$ cat config.mk
export PLATFORM = sky130hd
export DESIGN_NAME = mult_div_unit
export DESIGN_NICKNAME = d
export VERILOG_FILES = /design/src/rtl/mult_div_unit_pkg.sv /design/src/rtl/mult_div_unit.sv
export SDC_FILE = /design/constraint.sdc
export NUM_CORES = 1
export LEC_CHECK = 0
export CAP_MARGIN = 20
export CORE_ASPECT_RATIO = 0.5
export CORE_MARGIN = 2
export CORE_UTILIZATION = 54
export CTS_BUF_LIST = sky130_fd_sc_hd__clkbuf_4
export DETAILED_ROUTE_END_ITERATION = 8
export PLACE_DENSITY = 0.78
export SLEW_MARGIN = 20
export SYNTH_ARGS = -nofsm -noshare
export SYNTH_HDL_FRONTEND = slang
export SYNTH_SLANG_ARGS = --single-unit
export TNS_END_PERCENT = 50
$ cat constraint.sdc
create_clock -name clk -period 6.4 [get_ports clk]
set_input_delay 0.64 -clock clk [delete_from_list [all_inputs] [get_ports clk]]
set_output_delay 0.64 -clock clk [all_outputs]
set_load 0.03 [all_outputs]
$ cat src/rtl/mult_div_unit_pkg.sv
// rtl/mult_div_unit_pkg.sv - shared processor encodings for the HI/LO multiply/divide unit
//
// Purpose : holds the Op encodings seen on the register-file side of the
//           multiply/divide unit and the FSM state encoding used inside it.
// Contents: md_op_e    - MULT / MULTU / DIV / DIVU
//           md_state_e - IDLE / RUN / FIX / DONE
//           helpers    - decode of the two Op bits
package mult_div_unit_pkg;

  typedef enum logic [1:0] {
    OP_MULT  = 2'b00,
    OP_MULTU = 2'b01,
    OP_DIV   = 2'b10,
    OP_DIVU  = 2'b11
  } md_op_e;

  typedef enum logic [1:0] {
    ST_IDLE = 2'b00,
    ST_RUN  = 2'b01,
    ST_FIX  = 2'b10,
    ST_DONE = 2'b11
  } md_state_e;

  // Op[1] selects divide, Op[0] selects the unsigned flavour.
  function automatic logic op_is_div(input logic [1:0] op);
    return op[1];
  endfunction

  function automatic logic op_is_signed(input logic [1:0] op);
    return ~op[0];
  endfunction

endpackage

$ cat src/rtl/mult_div_unit.sv
// rtl/mult_div_unit.sv - iterative radix-2 multiply/divide unit with HI/LO registers
//
// Purpose : MIPS-style MULT/MULTU/DIV/DIVU engine. One shift-add (multiply)
//           or restoring shift-subtract (divide) step per cycle on operand
//           magnitudes, followed by one sign-fixup cycle that loads HI/LO.
// Ports   : clk        - rising-edge clock
//           reset      - asynchronous active-high reset
//           Start      - begin an operation (accepted in IDLE or DONE only)
//           Op         - 00 MULT, 01 MULTU, 10 DIV, 11 DIVU
//           A, B       - rs / rt operands
//           WriteHI    - MTHI strobe
//           WriteLO    - MTLO strobe
//           WriteData  - MTHI/MTLO data
//           Busy       - high in RUN and FIX (PC stall)
//           Done       - one-cycle completion pulse
//           DivByZero  - qualifies Done for a divide with B = 0
//           HI, LO     - result registers (MFHI/MFLO source)
module mult_div_unit
  import mult_div_unit_pkg::*;
#(
  parameter int N = 32
) (
  input  logic         clk,
  input  logic         reset,
  input  logic         Start,
  input  logic [1:0]   Op,
  input  logic [N-1:0] A,
  input  logic [N-1:0] B,
  input  logic         WriteHI,
  input  logic         WriteLO,
  input  logic [N-1:0] WriteData,
  output logic         Busy,
  output logic         Done,
  output logic         DivByZero,
  output logic [N-1:0] HI,
  output logic [N-1:0] LO
);

  localparam int CW = (N > 1) ? $clog2(N) : 1;
  localparam logic [CW-1:0] LAST_STEP = CW'(N - 1);

  md_state_e     state, state_next;
  logic [CW-1:0] count;
  logic [1:0]    op_q;
  logic          sign_a, sign_b;
  logic          dbz_q;
  logic [N-1:0]  mag_b;
  logic [N-1:0]  acc_hi, acc_lo;
  logic [N-1:0]  hi_q, lo_q;

  logic          start_ok;
  logic          div_zero_req;
  logic          write_ok;
  logic          busy_c, done_c;

  // ---------------------------------------------------------------- operand capture
  logic          a_neg, b_neg;
  logic [N-1:0]  a_mag, b_mag;

  always_comb begin
    a_neg        = op_is_signed(Op) & A[N-1];
    b_neg        = op_is_signed(Op) & B[N-1];
    a_mag        = a_neg ? ('0 - A) : A;
    b_mag        = b_neg ? ('0 - B) : B;
    div_zero_req = op_is_div(Op) && (B == '0);
  end

  // ---------------------------------------------------------------- FSM
  always_ff @(posedge clk or posedge reset) begin
    if (reset) begin
      state <= ST_IDLE;
    end else begin
      state <= state_next;
    end
  end

  always_comb begin
    state_next = state;
    busy_c     = 1'b0;
    done_c     = 1'b0;
    start_ok   = 1'b0;
    case (state)
      ST_IDLE: begin
        if (Start) begin
          start_ok   = 1'b1;
          state_next = div_zero_req ? ST_DONE : ST_RUN;
        end
      end
      ST_RUN: begin
        busy_c = 1'b1;
        if (count == LAST_STEP) begin
          state_next = ST_FIX;
        end
      end
      ST_FIX: begin
        busy_c     = 1'b1;
        state_next = ST_DONE;
      end
      ST_DONE: begin
        done_c = 1'b1;
        if (Start) begin
          start_ok   = 1'b1;
          state_next = div_zero_req ? ST_DONE : ST_RUN;
        end else begin
          state_next = ST_IDLE;
        end
      end
      default: state_next = ST_IDLE;
    endcase
  end

  // MTHI/MTLO only land when idle and no Start claims this edge.
  assign write_ok = ~busy_c & ~start_ok;

  // ---------------------------------------------------------------- step datapath
  // Both operations keep the working value in {acc_hi, acc_lo}, with the
  // dividend / multiplier starting in acc_lo and acc_hi cleared.
  logic [N:0]    mul_sum;
  logic [N-1:0]  mul_hi_next, mul_lo_next;
  logic [N:0]    div_shift, div_diff;
  logic [N-1:0]  div_hi_next, div_lo_next;

  always_comb begin
    // Multiply: add multiplicand into the top half when the current
    // multiplier bit is set, then shift the whole 2N+1-bit value right.
    mul_sum     = {1'b0, acc_hi} + (acc_lo[0] ? {1'b0, mag_b} : '0);
    mul_hi_next = mul_sum[N:1];
    mul_lo_next = {mul_sum[0], acc_lo[N-1:1]};

    // Divide: shift the next dividend bit into the remainder and try the
    // subtraction; a set bit N means the trial went negative, so restore.
    div_shift = {acc_hi, acc_lo[N-1]};
    div_diff  = div_shift - {1'b0, mag_b};
    if (!div_diff[N]) begin
      div_hi_next = div_diff[N-1:0];
      div_lo_next = {acc_lo[N-2:0], 1'b1};
    end else begin
      div_hi_next = div_shift[N-1:0];
      div_lo_next = {acc_lo[N-2:0], 1'b0};
    end
  end

  // ---------------------------------------------------------------- sign fix-up
  logic            res_neg, rem_neg;
  logic [2*N-1:0]  prod_raw, prod_fix;
  logic [N-1:0]    quo_fix, rem_fix;

  always_comb begin
    res_neg  = op_is_signed(op_q) & (sign_a ^ sign_b);
    rem_neg  = op_is_signed(op_q) & sign_a;
    prod_raw = {acc_hi, acc_lo};
    prod_fix = res_neg ? ('0 - prod_raw) : prod_raw;
    quo_fix  = res_neg ? ('0 - acc_lo) : acc_lo;
    rem_fix  = rem_neg ? ('0 - acc_hi) : acc_hi;
  end

  always_ff @(posedge clk or posedge reset) begin
    if (reset) begin
      count  <= '0;
      op_q   <= OP_MULT;
      sign_a <= 1'b0;
      sign_b <= 1'b0;
      dbz_q  <= 1'b0;
      mag_b  <= '0;
      acc_hi <= '0;
      acc_lo <= '0;
    end else if (start_ok) begin
      count  <= '0;
      op_q   <= Op;
      sign_a <= a_neg;
      sign_b <= b_neg;
      dbz_q  <= div_zero_req;
      mag_b  <= b_mag;
      acc_hi <= '0;
      acc_lo <= a_mag;
    end else if (state == ST_RUN) begin
      count <= count + CW'(1);
      if (op_is_div(op_q)) begin
        acc_hi <= div_hi_next;
        acc_lo <= div_lo_next;
      end else begin
        acc_hi <= mul_hi_next;
        acc_lo <= mul_lo_next;
      end
    end
  end

  // ---------------------------------------------------------------- HI / LO
  always_ff @(posedge clk or posedge reset) begin
    if (reset) begin
      hi_q <= '0;
      lo_q <= '0;
    end else if (state == ST_FIX) begin
      if (op_is_div(op_q)) begin
        hi_q <= rem_fix;
        lo_q <= quo_fix;
      end else begin
        hi_q <= prod_fix[2*N-1:N];
        lo_q <= prod_fix[N-1:0];
      end
    end else if (write_ok) begin
      if (WriteHI) hi_q <= WriteData;
      if (WriteLO) lo_q <= WriteData;
    end
  end

  assign Busy      = busy_c;
  assign Done      = done_c;
  assign DivByZero = done_c & dbz_q;
  assign HI        = hi_q;
  assign LO        = lo_q;

endmodule

-- Word-level counts from Yosys, hierarchy flattened
Index checks and enable logic that the tools add are counted.
- add/sub/neg operators: 8
- equality and inequality tests: 6
- multiplexer cells: 33
- bitwise logic cells: 11
- reduce and logical (&&, ||, !) cells: 12
- operators by type and width (operator ; number):
    $mux W32 ; 20
    $sub A1 B32 Y32 const A ; 4
    $mux W64 ; 1
    $sub A1 B64 Y64 const A ; 1
    $add A32 B32 Y33 ; 1
    $sub A33 B32 Y33 ; 1
    $logic_not A32 Y1 ; 1
    $mux W5 ; 2
    $mux W2 ; 4
    $pmux W2 S4 ; 1
    $reduce_bool A2 Y1 ; 4
    $and A1 B1 Y1 ; 6
    $reduce_and A2 Y1 ; 3
    $add A5 B1 Y5 const B ; 1
    $eq A5 B5 Y1 const B ; 1
    $mux W1 ; 5
    $eq A2 B2 Y1 const B ; 2
    $ne A2 B2 Y1 const B ; 2
    $not A1 Y1 ; 4
    $reduce_or A2 Y1 ; 2
    $eq A2 B1 Y1 const B ; 1
    $logic_not A2 Y1 ; 1
    $logic_and A1 B1 Y1 ; 1
    $xor A1 B1 Y1 ; 1
- flip-flop bits (word level): 172
- input port bits: 103
- word-level logic and storage cells: 81

-- Depth between registers and ports, before layout
- depth after elaboration: 7
- depth in mapped cells: 14
- mapped depth without buffers: 14

-- Worst setup path before layout
OpenSTA, ideal clock, no wires.
- path type: register -> register
- start point: reg acc_lo[0]
- end point: reg acc_hi[25]
- data arrival time: 3.091 ns
- data required time: 6.269 ns
- setup slack: 3.178 ns
- cell stages (with the launch flop): 14
- buffers on the path: 1
- clock period less this slack: 3.222 ns
- cell sequence: dfrtp_1 > inv_1 > clkbuf_1 > nor2_1 > ha_1 > o21a_1 > o21a_1 > a21boi_1 > o21ai_1 > nand2_1 > a221o_1 > or4_1 > a32oi_1 > o21ai_1
- cells in the longest elaborated chain, start to end: 5
- RTL lines (item ; RTL line ; text):
    start: declaration ; mult_div_unit.sv:48 ; logic [N-1:0] acc_hi, acc_lo;
    start signal: assignment ; mult_div_unit.sv:175 ; acc_lo <= a_mag;
    start signal: assignment ; mult_div_unit.sv:180 ; acc_lo <= div_lo_next;
    start signal: assignment ; mult_div_unit.sv:183 ; acc_lo <= mul_lo_next;
    $mux W32 ; mult_div_unit.sv:126 ; mul_sum = {1'b0, acc_hi} + (acc_lo[0] ? {1'b0, mag_b} : '0);
    $add A32 B32 Y33 ; mult_div_unit.sv:126 ;
    $mux W32 ; mult_div_unit.sv:178 ; if (op_is_div(op_q)) begin
    $mux W32 ; mult_div_unit.sv:176 ; end else if (state == ST_RUN) begin
    $mux W32 ; mult_div_unit.sv:167 ; end else if (start_ok) begin
    end signal: assignment ; mult_div_unit.sv:179 ; acc_hi <= div_hi_next;
    end signal: assignment ; mult_div_unit.sv:182 ; acc_hi <= mul_hi_next;
    end: declaration ; mult_div_unit.sv:48 ;
No other way between the ends. The select of a mux whose other input is x is not followed.
A chain may end at the register's enable or synchronous reset.

-- Worst setup path in the final report
- start point: reg acc_lo[31]
- end point: reg acc_hi[28]
- cells in the longest elaborated chain, start to end: 5
- RTL lines (item ; RTL line ; text):
    $sub A33 B32 Y33 ; mult_div_unit.sv:133 ; div_diff = div_shift - {1'b0, mag_b};
    $mux W32 ; mult_div_unit.sv:134 ; if (!div_diff[N]) begin
    $mux W32 ; mult_div_unit.sv:178 ;
    $mux W32 ; mult_div_unit.sv:176 ;
    $mux W32 ; mult_div_unit.sv:167 ;
No other way between the ends. The select of a mux whose other input is x is not followed.

==> results_dict.tcl <==
set metrics [dict create \
    outcome "complete, no violations" \
    synth_common_cells "214 x nand2_1, 186 x o21ai_0, 172 x dfrtp_1" \
    slew_headroom 0.224 \
    seq_area_frac_synth 0.301 \
    num_rows 42 \
    grt_usage 0.312 \
    h-tree-depth 4 \
    period_share 0.638 \
    die-area_um2 27900 \
    initial_utilization 0.545 \
    cts_root_buf "clkbuf_4" \
    drt_pass1_iterations 5 \
    yosysWarnings 0 \
    top_usage_layer "met2" \
    synthTopCellsByArea "dfrtp_1 30%, mux2i_1 7.7%, ha_1 6.6%" \
    grt_pass1_vias 12987 \
    clk_latency_ps 680 \
    cpMostUsedCell "a21oi_1" \
    die_x_um 234 \
    drv_slew 0 \
    ir_drop_mv 0.321 \
    path_delay_family "compound AO/OA/AOI/OAI gates" \
    critPathLaunchType "register" \
    grt_max_degree 97 \
    worstSetupPathType "reg -> reg" \
    tightest_slew_ps 1160 \
    numCtsBuffers 17 \
    synthesis.area_um2 14300 \
    grt_pass1_wl_um 68800 \
    max_freq_ghz 0.245 \
    grt_antenna_before_repair 1 \
    critPathBufInv 2 \
    pwr_density_cell_nw_per_um2 536 \
    post-route-min-period_ps 4080 \
    synth_area_leader_cell "dfrtp_1" \
    ctsHoldBuffers 0 \
    clock_skew_ps 30.8 \
    clk_pin_slew_ps 180 \
    dr.first_iter.drc_count 1351 \
    fin_nets 2044 \
    drive_above_1_share 0.0421 \
    ant_nets 0 \
    ys_ff_latch 172 \
    synth_edf_count 0 \
    via_count 13708 \
    wl_per_cell_um 19.1 \
    synth_nets 1938 \
    end_kind "register" \
    finalSetupViolations 0 \
    synth_cells 1758 \
    numPortBuffers 169 \
    grt_overflow 0 \
    totalNegativeSetupSlack_ps 0 \
    met3_usage 0.0556 \
    fin_hold_ws_ps 433 \
    grt_use_met2 0.489 \
    ios 170 \
    cts_setup_buffers 0 \
    hp-class "in -> async" \
    cts_tree "yes" \
    power.total_mw 8.87 \
    cts_resized 0 \
    finalHoldViolations 0 \
    synth.top_cell.area_share 0.301 \
    via_per_inst 6.14 \
    area_growth_pct 15.7 \
    rsz0062_at_grt "false" \
    grtUsageMet1 0.433 \
    cts.path.max_buffers 2 \
    yosysMostFrequentCell "nand2_1" \
    clock-sinks 172 \
    critPathMaxStageDelay_ps 560 \
    hpwl_um 31500 \
    core_um2 26200 \
    fp.dieH_um 119 \
    avgSynthCellArea_um2 8.14 \
    synth_ff_type "dfrtp_1" \
    crit_required_ps 7000 \
    crit_fanout 42 \
    gp_congestion 0.953 \
    synth_cell_types 73 \
    critPathArrivalTime_ps 4680 \
    synthArstFlopShare 1.00 \
    wirelength_um 42700 \
    worstPathCellList "inv_1 -> ha_1 -> fa_1 -> nand2b_1 -> a21oi_1 -> o211ai_1 -> a21oi_1 -> o21ai_1 -> a21o_1 -> a311oi_4 -> buf_4 -> mux2i_1 -> a21oi_1 -> a22o_1" \
    p_leak_nw 6.99 \
    critPathSlowestCell "buf_4" \
    drc 0 \
    maxCapViolations 0 \
]
## power breakdown
group          leakage, nW  switching [mW]  internal, mW
sequential            2.15           0.526          1.58
clock                0.158           0.466         0.246
combinational         4.69            3.65          2.40
total                 6.99            4.65          4.23
## logic make-up (layout without fill, tap and decap cells)
| family | count (synthesis) | in the layout | share of synthesized area |
|---|---|---|---|
| AO/OA/AOI/OAI | 539 | 539 | 0.232 |
| AND/OR/NAND/NOR | 519 | 519 | 0.169 |
| XOR/XNOR | 176 | 176 | 0.108 |
| flip-flops | 172 | 172 | 0.301 |
| buffers and inverters | 164 | 283 | 0.0441 |
| multiplexers | 111 | 111 | 0.0778 |
| adder cells (fa/ha/maj) | 77 | 77 | 0.0684 |
| other | 0 | 3 | 0 |
## layout by cell type, fill, tap and decap left out, drive strengths merged, types with 17 or more instances in the layout
cell type | Yosys | layout
clkbuf | 77 | 17
xor2 | 86 | 86
o21ai | 213 | 213
a211oi | 23 | 23
dfrtp | 172 | 172
nor2b | 26 | 26
xnor2 | 90 | 90
ha | 75 | 75
nand2 | 217 | 217
mux2i | 110 | 110
clkdlybuf4s50 | 0 | 169
inv | 67 | 73
o211ai | 45 | 45
o31ai | 24 | 24
nand3 | 20 | 20
nor2 | 130 | 130
nor3 | 38 | 38
a21o | 30 | 30
a21oi | 111 | 111
## worst register-to-register path, cell delays in order, from the launching register on
cell and delay, ps:
dfrtp_1 440, inv_1 120, ha_1 230, fa_1 410
nand2b_1 190, a21oi_1 260, o211ai_1 150, a21oi_1 320
o21ai_1 200, a21o_1 240, a311oi_4 290, buf_4 560
mux2i_1 280, a21oi_1 80, a22o_1 230
## per-stage QoR
step	cells	instance area, µm²	setup WS, ps	utilization
finish	2232	16500	2320	0.631
CTS	2228	16500	2370	0.630
detailed placement	2196	16200	2400	0.618
global route	2230	16500	2090	0.631
floorplan	1758	14300	1100	-
global placement	2196	16200	2500	0.618
## registers in the layout, indices dropped and copies added (netlist names)
signal	count
acc_hi	32
sign_b	1
acc_lo	32
sign_a	1
LO	32
op_q	2
state	2
count	5
dbz_q	1
mag_b	32
HI	32
## cell type report
cell class                 count  area (µm²)
antenna                        3        7.51
clock buffer                  17         128
clock inverter                15         181
fill                        2263        9680
inverter                      67         256
multi-input combinational   1422        9420
sequential                   172        4310
tap                          352         440
timing repair buffer         184        1810
## worst paths after layout
kind / start / end / slack, ps / cells past startpoint
setup / recovery: acc_lo[31] / acc_hi[28] / 2320 / 14
hold / removal: reset / HI[19] / 430 / 2
setup reg to reg: acc_lo[31] / acc_hi[28] / 2320 / 14
hold reg to reg: mag_b[4] / mag_b[4] / 500 / 2
max in group asynchronous: reset / state[1] / 4760 / 3
min in group clk: mag_b[4] / mag_b[4] / 500 / 2
## metal layers
metal	share of wire	up-vias
li1	-	6497
met3	0.075	75
met1	0.45	6585
met4	0.029	0
met5	0	-
met2	0.45	551
(Power assumes the default switching activity.)
